`config.mk`:
```
export PLATFORM = sky130hd
export DESIGN_NAME = checker_fifo
export DESIGN_NICKNAME = d
export VERILOG_FILES = /design/src/rtl/checker_pkg.sv /design/src/rtl/checker_fifo.sv
export SDC_FILE = /design/constraint.sdc
export NUM_CORES = 1
export LEC_CHECK = 0
export CAP_MARGIN = 30
export CORE_MARGIN = 2
export CORE_UTILIZATION = 35
export CTS_BUF_LIST = sky130_fd_sc_hd__clkbuf_8
export CTS_CLUSTER_SIZE = 10
export DETAILED_ROUTE_END_ITERATION = 12
export HOLD_SLACK_MARGIN = 0.06
export SYNTH_ARGS = -nofsm -noshare
export SYNTH_HDL_FRONTEND = slang
export SYNTH_SLANG_ARGS = --single-unit
```
`constraint.sdc`:
```
create_clock -name clk -period 18.5 [get_ports clk]
set_input_delay 3.7 -clock clk [delete_from_list [all_inputs] [get_ports clk]]
set_output_delay 3.7 -clock clk [all_outputs]
set_load 0.05 [all_outputs]
```
`src/rtl/checker_pkg.sv`:
```
// rtl/checker_pkg.sv - shared state, fail-code and sizing definitions for mem_write_checker
package checker_pkg;

  typedef enum logic [1:0] {
    IDLE  = 2'd0,
    ARMED = 2'd1,
    PASS  = 2'd2,
    FAIL  = 2'd3
  } state_t;

  localparam logic [1:0] FAIL_NONE    = 2'd0;
  localparam logic [1:0] FAIL_DATA    = 2'd1;
  localparam logic [1:0] FAIL_ADR     = 2'd2;
  localparam logic [1:0] FAIL_TIMEOUT = 2'd3;

  // Index width that stays legal for a single-entry table.
  function automatic int idx_width(input int depth);
    return (depth > 1) ? $clog2(depth) : 1;
  endfunction

endpackage

```
`src/rtl/checker_fifo.sv`:
```
// rtl/checker_fifo.sv - DEPTH x WIDTH synchronous FIFO holding the expected writes
module checker_fifo
  import checker_pkg::*;
#(
  parameter int DEPTH = 8,
  parameter int WIDTH = 64
) (
  input  logic                       clk,
  input  logic                       rst_n,
  input  logic                       push,
  input  logic [WIDTH-1:0]           push_data,
  input  logic                       pop,
  output logic [WIDTH-1:0]           head,
  output logic [$clog2(DEPTH+1)-1:0] count,
  output logic                       full,
  output logic                       empty
);

  localparam int PW = idx_width(DEPTH);
  localparam int CW = $clog2(DEPTH + 1);

  logic [WIDTH-1:0] mem [DEPTH];
  logic [PW-1:0]    wr_ptr;
  logic [PW-1:0]    rd_ptr;
  logic             do_push;
  logic             do_pop;

  // Pointers wrap at DEPTH-1 so non-power-of-two depths work.
  function automatic logic [PW-1:0] ptr_next(input logic [PW-1:0] p);
    if (p == PW'(DEPTH - 1)) return '0;
    return p + PW'(1);
  endfunction

  assign full    = (count == CW'(DEPTH));
  assign empty   = (count == '0);
  assign do_push = push && !full;
  assign do_pop  = pop && !empty;
  assign head    = mem[rd_ptr];

  // Entry storage; contents need no reset because count gates visibility.
  always_ff @(posedge clk) begin
    if (do_push) mem[wr_ptr] <= push_data;
  end

  // Pointer and occupancy bookkeeping.
  always_ff @(posedge clk or negedge rst_n) begin
    if (!rst_n) begin
      wr_ptr <= '0;
      rd_ptr <= '0;
      count  <= '0;
    end else begin
      if (do_push) wr_ptr <= ptr_next(wr_ptr);
      if (do_pop)  rd_ptr <= ptr_next(rd_ptr);
      if (do_push && !do_pop)      count <= count + CW'(1);
      else if (do_pop && !do_push) count <= count - CW'(1);
    end
  end

endmodule

```
---- Word level (Yosys, flattened, before mapping) ----
Memories as Yosys holds them, arrays and structs flattened.
Cells that the tools add are included.
word-level totals
  register bits after elaboration ......... 10
  memory bits (writable) .................. 512
  input bits .............................. 68
  output and inout bits ................... 70
  logic and storage cells ................. 33
  memories kept ........................... 1
memory list
  memory  depth  bits a word  read ports  clocked after memory_dff  write ports  line                source
  mem     8      64           1           0                         1            checker_fifo.sv:22  logic [WIDTH-1:0] mem [DEPTH];
operators by class
  $add $sub $neg .......................... 4
  eq/ne operators ......................... 3
  multiplexer cells ....................... 12
  reductions and logical operators ........ 10
operator list
  operator               count
  $mux W3                4
  $mux W4                2
  $add A3 B1 Y3 const B  2
  $eq A3 B3 Y1 const B   2
  $mux W1                6
  $add A4 B1 Y4 const B  1
  $eq A4 B4 Y1 const B   1
  $logic_and A1 B1 Y1    4
  $logic_not A1 Y1       4
  $logic_not A4 Y1       1
  $sub A4 B1 Y4 const B  1
  $reduce_bool A2 Y1     1

---- Logic depth before layout (Yosys ltp) ----
Gate-level depths: netlist of run 1.
  depth in word-level cells ............... 7
  depth in mapped cells ................... 9
  mapped depth without buffers ............ 9

---- Worst setup path after synthesis of run 1 ----
No wires, ideal clock.
  path kind ............................... input to register
  start point ............................. in push
  end point ............................... mem mem[0][0], enable pin
  library setup time ...................... 644 ps
  arrival ................................. 9932 ps
  required time ........................... 17856 ps
  setup slack ............................. 7925 ps
  stages on the path ...................... 2
  buffers on the path ..................... 0
  path through ............................ nand2_1 nor4_1
between the ends
  cells in the longest elaborated chain, start to end .. 3
RTL lines
  item                           line                source
  start: declaration             checker_fifo.sv:10  input logic push,
  $logic_and A1 B1 Y1            checker_fifo.sv:36  assign do_push = push && !full;
  $mux W1                        checker_fifo.sv:42  if (do_push) mem[wr_ptr] <= push_data;
  $mux W1 (not written as such)  checker_fifo.sv:42
  end: declaration               checker_fifo.sv:22
Every way passes these cells.

---- Final worst setup path of run 1 ----
  start point ............................. reg rd_ptr[0]
  end point ............................... out head[33]
between the ends
  cells in the longest elaborated chain, start to end .. 1
RTL lines
  item                      line                source
  start: declaration        checker_fifo.sv:24  logic [PW-1:0] rd_ptr;
  start signal: assignment  checker_fifo.sv:53  if (do_pop) rd_ptr <= ptr_next(rd_ptr);
  $mem_v2 Z8 W64            -
  end: declaration          checker_fifo.sv:13  output logic [WIDTH-1:0] head,
Every way passes these cells.

==> qor.yml, run 1 <==
cells_and_area:
  layout.nets: 1087
  final_area_um2: 23800
  syn_to_final_growth_pct: 19.5
  layout-drive-gt1-share: 0.312
grt:
  antenna_found_initial: 7
  grt_overflow: 0
  grt_max_degree: 114
  gr-usage-all-layers: 0.137
  grt_pass1_vias: 9520
  grt_pass1_wl_um: 59400
clocking:
  cts_sinks: 522
  clkSlewWorstSetupHoldPaths_ns: 0.06
  cts_tree: "yes"
  cts_setup_buffers: 0
  clock_latency_ns: 0.65
  cts-buffers-inserted: 84
  ctsHoldBuffers: 0
  cts_buffer_depth: 3
  htree_levels: 3
  root_buffer: "clkbuf_8"
  cts_resized: 0
min_path:
  min_path_type: "register to register"
  hold_path_depth: 2
sta:
  setup_viol: 0
  finalCritPeriodShare: 0.410
  finalHoldViolCount: 0
  worst_slew_pin_slew_ns: 1.08
  slew_headroom: 0.277
  max_freq_mhz: 132
  finalCriticalPeriod_ns: 7.59
  worst_slack_ns: 10.91
  clock_skew_ns: 0.0218
  maxSlewViolCount: 0
  finalSetupTns_ns: 0
  rsz0062_at_grt: "no"
routing:
  wl_met3_um: 2010
  wl_per_cell_um: 21.7
  firstDrtPassIters: 4
  dr.max_layer_used: "met5"
  drtIter0Drc: 649
  dr_wl_met2_um: 19100
  ant_nets: 0
  wirelength_um: 39800
  vias_per_cell: 4.87
  wl_met1_um: 17900
  via_count: 8933
  drcViolationCount: 0
synthesis:
  ys_types: 29
  async_reset_ff_frac: 0.0192
  synth_area_leaders: "edfxtp_1, mux4_2, mux2_2, dfrtp_1, buf_6"
  netlist.top_cell.by_area: "edfxtp_1"
  synth.most_common_cell: "edfxtp_1"
  ys_warn_count: 0
  synth_edf_count: 512
  synth_cells: 806
  syn-num-nets: 882
  syn_area_um2: 19900
  synth_top_flop_cell: "edfxtp_1"
  postSynthRegisterBits: 522
  synth.yosys.seq_area_share: 0.786
  synth_top_area_frac: 0.774
  avgSynthCellArea_um2: 24.7
  synth_commonest_cells: "edfxtp_1, mux4_2, mux2_2, buf_1, buf_6"
die:
  die-area_um2: 58700
  core_area_um2: 56300
  rows: 87
  dieHeight_um: 242
  die_x_um: 242
  initial_core_util: 0.353
  boundaryPins: 138
power:
  ir_drop_mv: 0.120
  p_int_uw: 2590
  switching_power_uw: 1440
  powerDensity_nw_per_um2: 170
  netSwitchingFraction: 0.358
  clkPwrFrac: 0.224
  p_seq_frac: 0.392
  combPwrFrac: 0.383
  p_leak_uw: 0.00750
placed_design:
  gp_congestion: 0.678
  placed_cell_area_um2: 22200
  port_buffers: 137
  hpwl_um: 20900
  dp_slack_ns: 11.59
job:
  maxCapViolCount: 0
run_status:
  outcome: "complete, no violations"
setup_path:
  path_class: "register to output pin"
  cp-start-kind: "register"
  end_kind: "output pin"
  cp_data_required_time_ns: 14.80
  cp.arrival_ns: 3.89
  crit_fanout: 113
  rr_worst_depth: 9
==> cell type report <==
| cell class | instances | area, um^2 |
|---|---|---|
| sequential | 522 | 15600 |
| clock buffer | 87 | 1200 |
| antenna | 1 | 2.50 |
| clock inverter | 67 | 347 |
| fill | 4888 | 32500 |
| tap | 756 | 946 |
| timing repair buffer | 156 | 1560 |
| multi-input combinational | 244 | 4060 |
| inverter | 3 | 11.3 |
==> cells by family after synthesis <==
logic type | Yosys count | share of synthesized area
compound gates | 9 | 0.00353
xor+xnor | 2 | 0.000882
fa+ha+maj | 8 | 0.00542
buf+inv | 40 | 0.0120
flops | 522 | 0.786
mux | 198 | 0.185
simple gates | 27 | 0.00712
==> registers in the layout, indices dropped and copies added, names as in the netlist <==
name / flops
mem: 512
wr_ptr: 3
rd_ptr: 3
count: 4
==> critical path: stages, from the launching register on <==
cell and delay, ns:
dfrtp_4 0.66, buf_12 0.66, mux4_2 0.61, mux2_2 0.32
clkdlybuf4s50_1 0.71
==> path summary, 6_finish.rpt <==
check | start | slack, ns | endpoint
hold reg to reg | count[2] | 0.61 | count[2]
hold / removal | count[2] | 0.61 | count[2]
max in group asynchronous | rst_n | 14.69 | rd_ptr[1]
setup reg to reg | count[0] | 15.31 | count[3]
min in group asynchronous | rst_n | 3.40 | count[1]
setup / recovery | rd_ptr[0] | 10.91 | head[33]
==> stage by stage <==
stage	instances	utilization	total power (uW)	hold slack, ns
after CTS	1835	0.422	4100	0.625
after detailed placement	1681	0.395	3180	0.602
after global routing	1836	0.422	4220	0.654
final	1836	0.422	4030	0.614
after floorplan	806	-	2720	0.586
after global placement	1679	0.394	3160	0.588
==> power by group through the flow <==
stage          combinational (uW)  sequential [uW]  clock [uW]
2_1_floorplan                1140             1580           0
3_3_place_gp                 1560             1600           0
3_5_place_dp                 1570             1610           0
4_1_cts                      1580             1580         933
5_1_grt                      1640             1600         982
6_report                     1540             1580         902
==> metal layers <==
layer | up-vias | global-route usage
met2 | 204 | 0.213
met4 | 12 | 0.0507
met3 | 52 | 0.0361
met5 | - | 0
li1 | 3882 | -
met1 | 4783 | 0.187
==> placed cells by master, fill, tap and decap left out, drive strengths merged, types with 2 or more instances in the layout <==
cell and instances:
o21ai 2, edfxtp 512, clkinv 31, xnor2 2
nor3 6, o211ai 2, nand2b 3, clkdlybuf4s50 137
buf 19, mux2 69, dfrtp 10, a21oi 2
nand3 3, clkinvlp 7, nor2 4, nor4 2
bufinv 2, nand2 5, mux4 128, inv 30
ha 7, clkbuf 87
(Power assumes the default switching activity.)
==> inputs of run 2 (changes only) <==
==> constraint.sdc (replaced) <==
create_clock -name clk -period 6.4 [get_ports clk]
set_input_delay 1.28 -clock clk [delete_from_list [all_inputs] [get_ports clk]]
set_output_delay 1.28 -clock clk [all_outputs]
set_load 0.05 [all_outputs]
==> run 2 against run 1 <==
Routed wire length rose by 2.0%. Worst hold slack improved by 0.0043 ns. Die area did not move. Sequential power rose to 2.9 times the previous value. Global-route usage rose by 0.35 points. Cell area rose by 0.22%. Non-clock buffer count rose by 8. Critical endpoint is now head[60].
==> qor.yml, run 2 (synthesis gave the netlist of run 1 again) <==
cells_and_area:
  syn_to_final_growth_pct: 19.8
  layout_commonest_cell: "edfxtp_1"
  layout.nets: 1096  # +0.83%
  final_core_util: 0.423  # +0.000911
  nFillCells: 4899  # +0.23%
  instances_no_fill: 1839  # +0.16%
  reg_top3: "mem (512), count (4)"
  largest_reg_flops: 512  # unchanged
  multiInputGateArea_um2: 4060  # +0.22%
  regArea_um2: 15600  # unchanged
  largest_register: "mem"
  mostFrequentLayoutCells: "edfxtp_1, clkdlybuf4s50_1, mux4_2"
  layout-drive-gt1-share: 0.312  # about the same
  num_antenna_cells: 0  # -1
grt:
  grt_overflow: 0  # unchanged
  grt_pass1_wl_um: 60800  # +2.4%
  grt_max_degree: 67  # -41%
  antenna_found_initial: 5  # -2
  grt_pass1_vias: 9722  # +2.1%
  gr-usage-all-layers: 0.141  # +0.00352
routing:
  drtIter0Drc: 551  # -15%
  ant_nets: 0  # unchanged
  vias_per_cell: 4.88  # +0.27%
  dr_wl_met2_um: 20000  # +4.5%
  firstDrtPassIters: 4  # unchanged
  wl_per_cell_um: 22.1  # +1.8%
  via_count: 8972  # +0.44%
  wl_met1_um: 17800  # -0.91%
  dr.max_layer_used: "met5"
  drcViolationCount: 0  # unchanged
  wl_met3_um: 1960  # -2.3%
  wirelength_um: 40600  # +2.0%
clocking:
  clock_latency_ns: 0.67  # +0.02 ns
  cts-buffers-inserted: 85  # +1.2%
  cts_resized: 0  # unchanged
  cts_sinks: 522  # unchanged
  htree_levels: 3  # unchanged
  ctsHoldBuffers: 0  # unchanged
  cts_tree: "yes"
  cts_setup_buffers: 0  # unchanged
  root_buffer: "clkbuf_8"
  clkSlewWorstSetupHoldPaths_ns: 0.06  # about the same
  cts_buffer_depth: 3  # unchanged
setup_path:
  r2r_start: "count[0]"
  path_class: "register to output pin"
  critPathCapture: "head[60]"
  crit_fanout: 47  # -58%
  cp_cell_sequence: "buf_12, mux4_2, mux2_2, clkdlybuf4s50_1"
  worst_path_largest_cell_delay_ns: 0.89  # +0.18 ns
  rr_worst_depth: 9  # unchanged
  r2r_setup_slack_ns: 3.18  # -12.13 ns
  timing.rr.end: "count[3]"
  cp.arrival_ns: 3.63  # -0.26 ns
  cp-start-kind: "register"
  cp_data_required_time_ns: 5.12  # -9.68 ns
  worstSetupStartpoint: "rd_ptr[0]"
  cp_slowest_cell: "dfrtp_4"
  end_kind: "output pin"
power:
  powerDensity_nw_per_um2: 489  # +190%
  switching_power_uw: 4170  # +190%
  combPwrFrac: 0.382  # about the same
  p_seq_frac: 0.397  # +0.005
  ir_drop_mv: 0.312  # +160%
  p_leak_uw: 0.00754  # +0.53%
  netSwitchingFraction: 0.358  # about the same
  clkPwrFrac: 0.221  # -0.003
  p_int_uw: 7480  # +190%
sta:
  finalSetupTns_ns: 0  # unchanged
  rsz0062_at_grt: "no"
  finalCritPeriodShare: 0.767
  slew_headroom: 0.399  # +0.122
  worst_slew_pin_slew_ns: 0.901  # -0.184 ns
  maxSlewViolCount: 0  # unchanged
  finalCriticalPeriod_ns: 4.91
  max_freq_mhz: 204
  worst_slack_ns: 1.49  # -9.42 ns
  clock_skew_ns: 0.0285  # +0.00667 ns
  setup_viol: 0  # unchanged
  finalHoldViolCount: 0  # unchanged
placed_design:
  port_buffers: 137  # unchanged
  dp.cells: 1688  # +0.42%
  dp_slack_ns: 2.11  # -9.48 ns
  gp_congestion: 0.683  # +0.74%
  hpwl_um: 21500  # +2.9%
die:
  core_area_um2: 56300  # unchanged
  die_x_um: 242  # unchanged
  dieHeight_um: 242  # unchanged
  rows: 87  # unchanged
  boundaryPins: 138  # unchanged
  initial_core_util: 0.353  # unchanged
  die-area_um2: 58700  # unchanged
job:
  maxCapViolCount: 0  # unchanged
min_path:
  min_path_type: "register to register"
run_status:
  outcome: "complete, no violations"
[run 2: layer usage]
layer	vias up	GRT usage
met5	-	0
met4	10	0.0490
met3	75	0.0383
met2	191	0.226
met1	4798	0.185
li1	3898	-
[run 2: critical path, delay by kind of cell, from the launching register on]
family   cells  cell delay (ns)
buf+inv      2             1.14
flops        1             0.89
mux          2             0.87
[run 2: cell type report]
type | count | share of cell area
inverter | 3 | 0.000473
sequential | 522 | 0.657
clock buffer | 89 | 0.0515
clock inverter | 61 | 0.0119
timing repair buffer | 164 | 0.0689
multi-input combinational | 244 | 0.171
tap | 756 | 0.0397
[run 2: metrics by stage]
step                total power [uW]  hold slack, ns  cell area (um^2)
finish                         11600           0.618             23800
global route                   12200           0.705             23800
CTS                            11900           0.623             23800
detailed placement              9230           0.606             22300
global placement                9170           0.595             22200
floorplan                       7860           0.604             19900
[run 2: power by group through the flow]
stage               sequential, uW  combinational, uW  clock, uW
floorplan                     4560               3300          0
global placement              4690               4490          0
detailed placement            4710               4520          0
CTS                           4650               4540       2670
global route                  4680               4700       2830
finish                        4620               4450       2570
[run 2: worst min path at each step]
stage               startpoint         to  slack (ns)  cells past startpoint
floorplan            wr_ptr[1]  wr_ptr[1]        0.60                      1
global placement      count[2]   count[2]        0.60                      2
detailed placement    count[2]   count[2]        0.61                      2
CTS                   count[2]   count[2]        0.62                      2
global route          count[2]   count[2]        0.71                      2
finish                count[2]   count[2]        0.62                      2
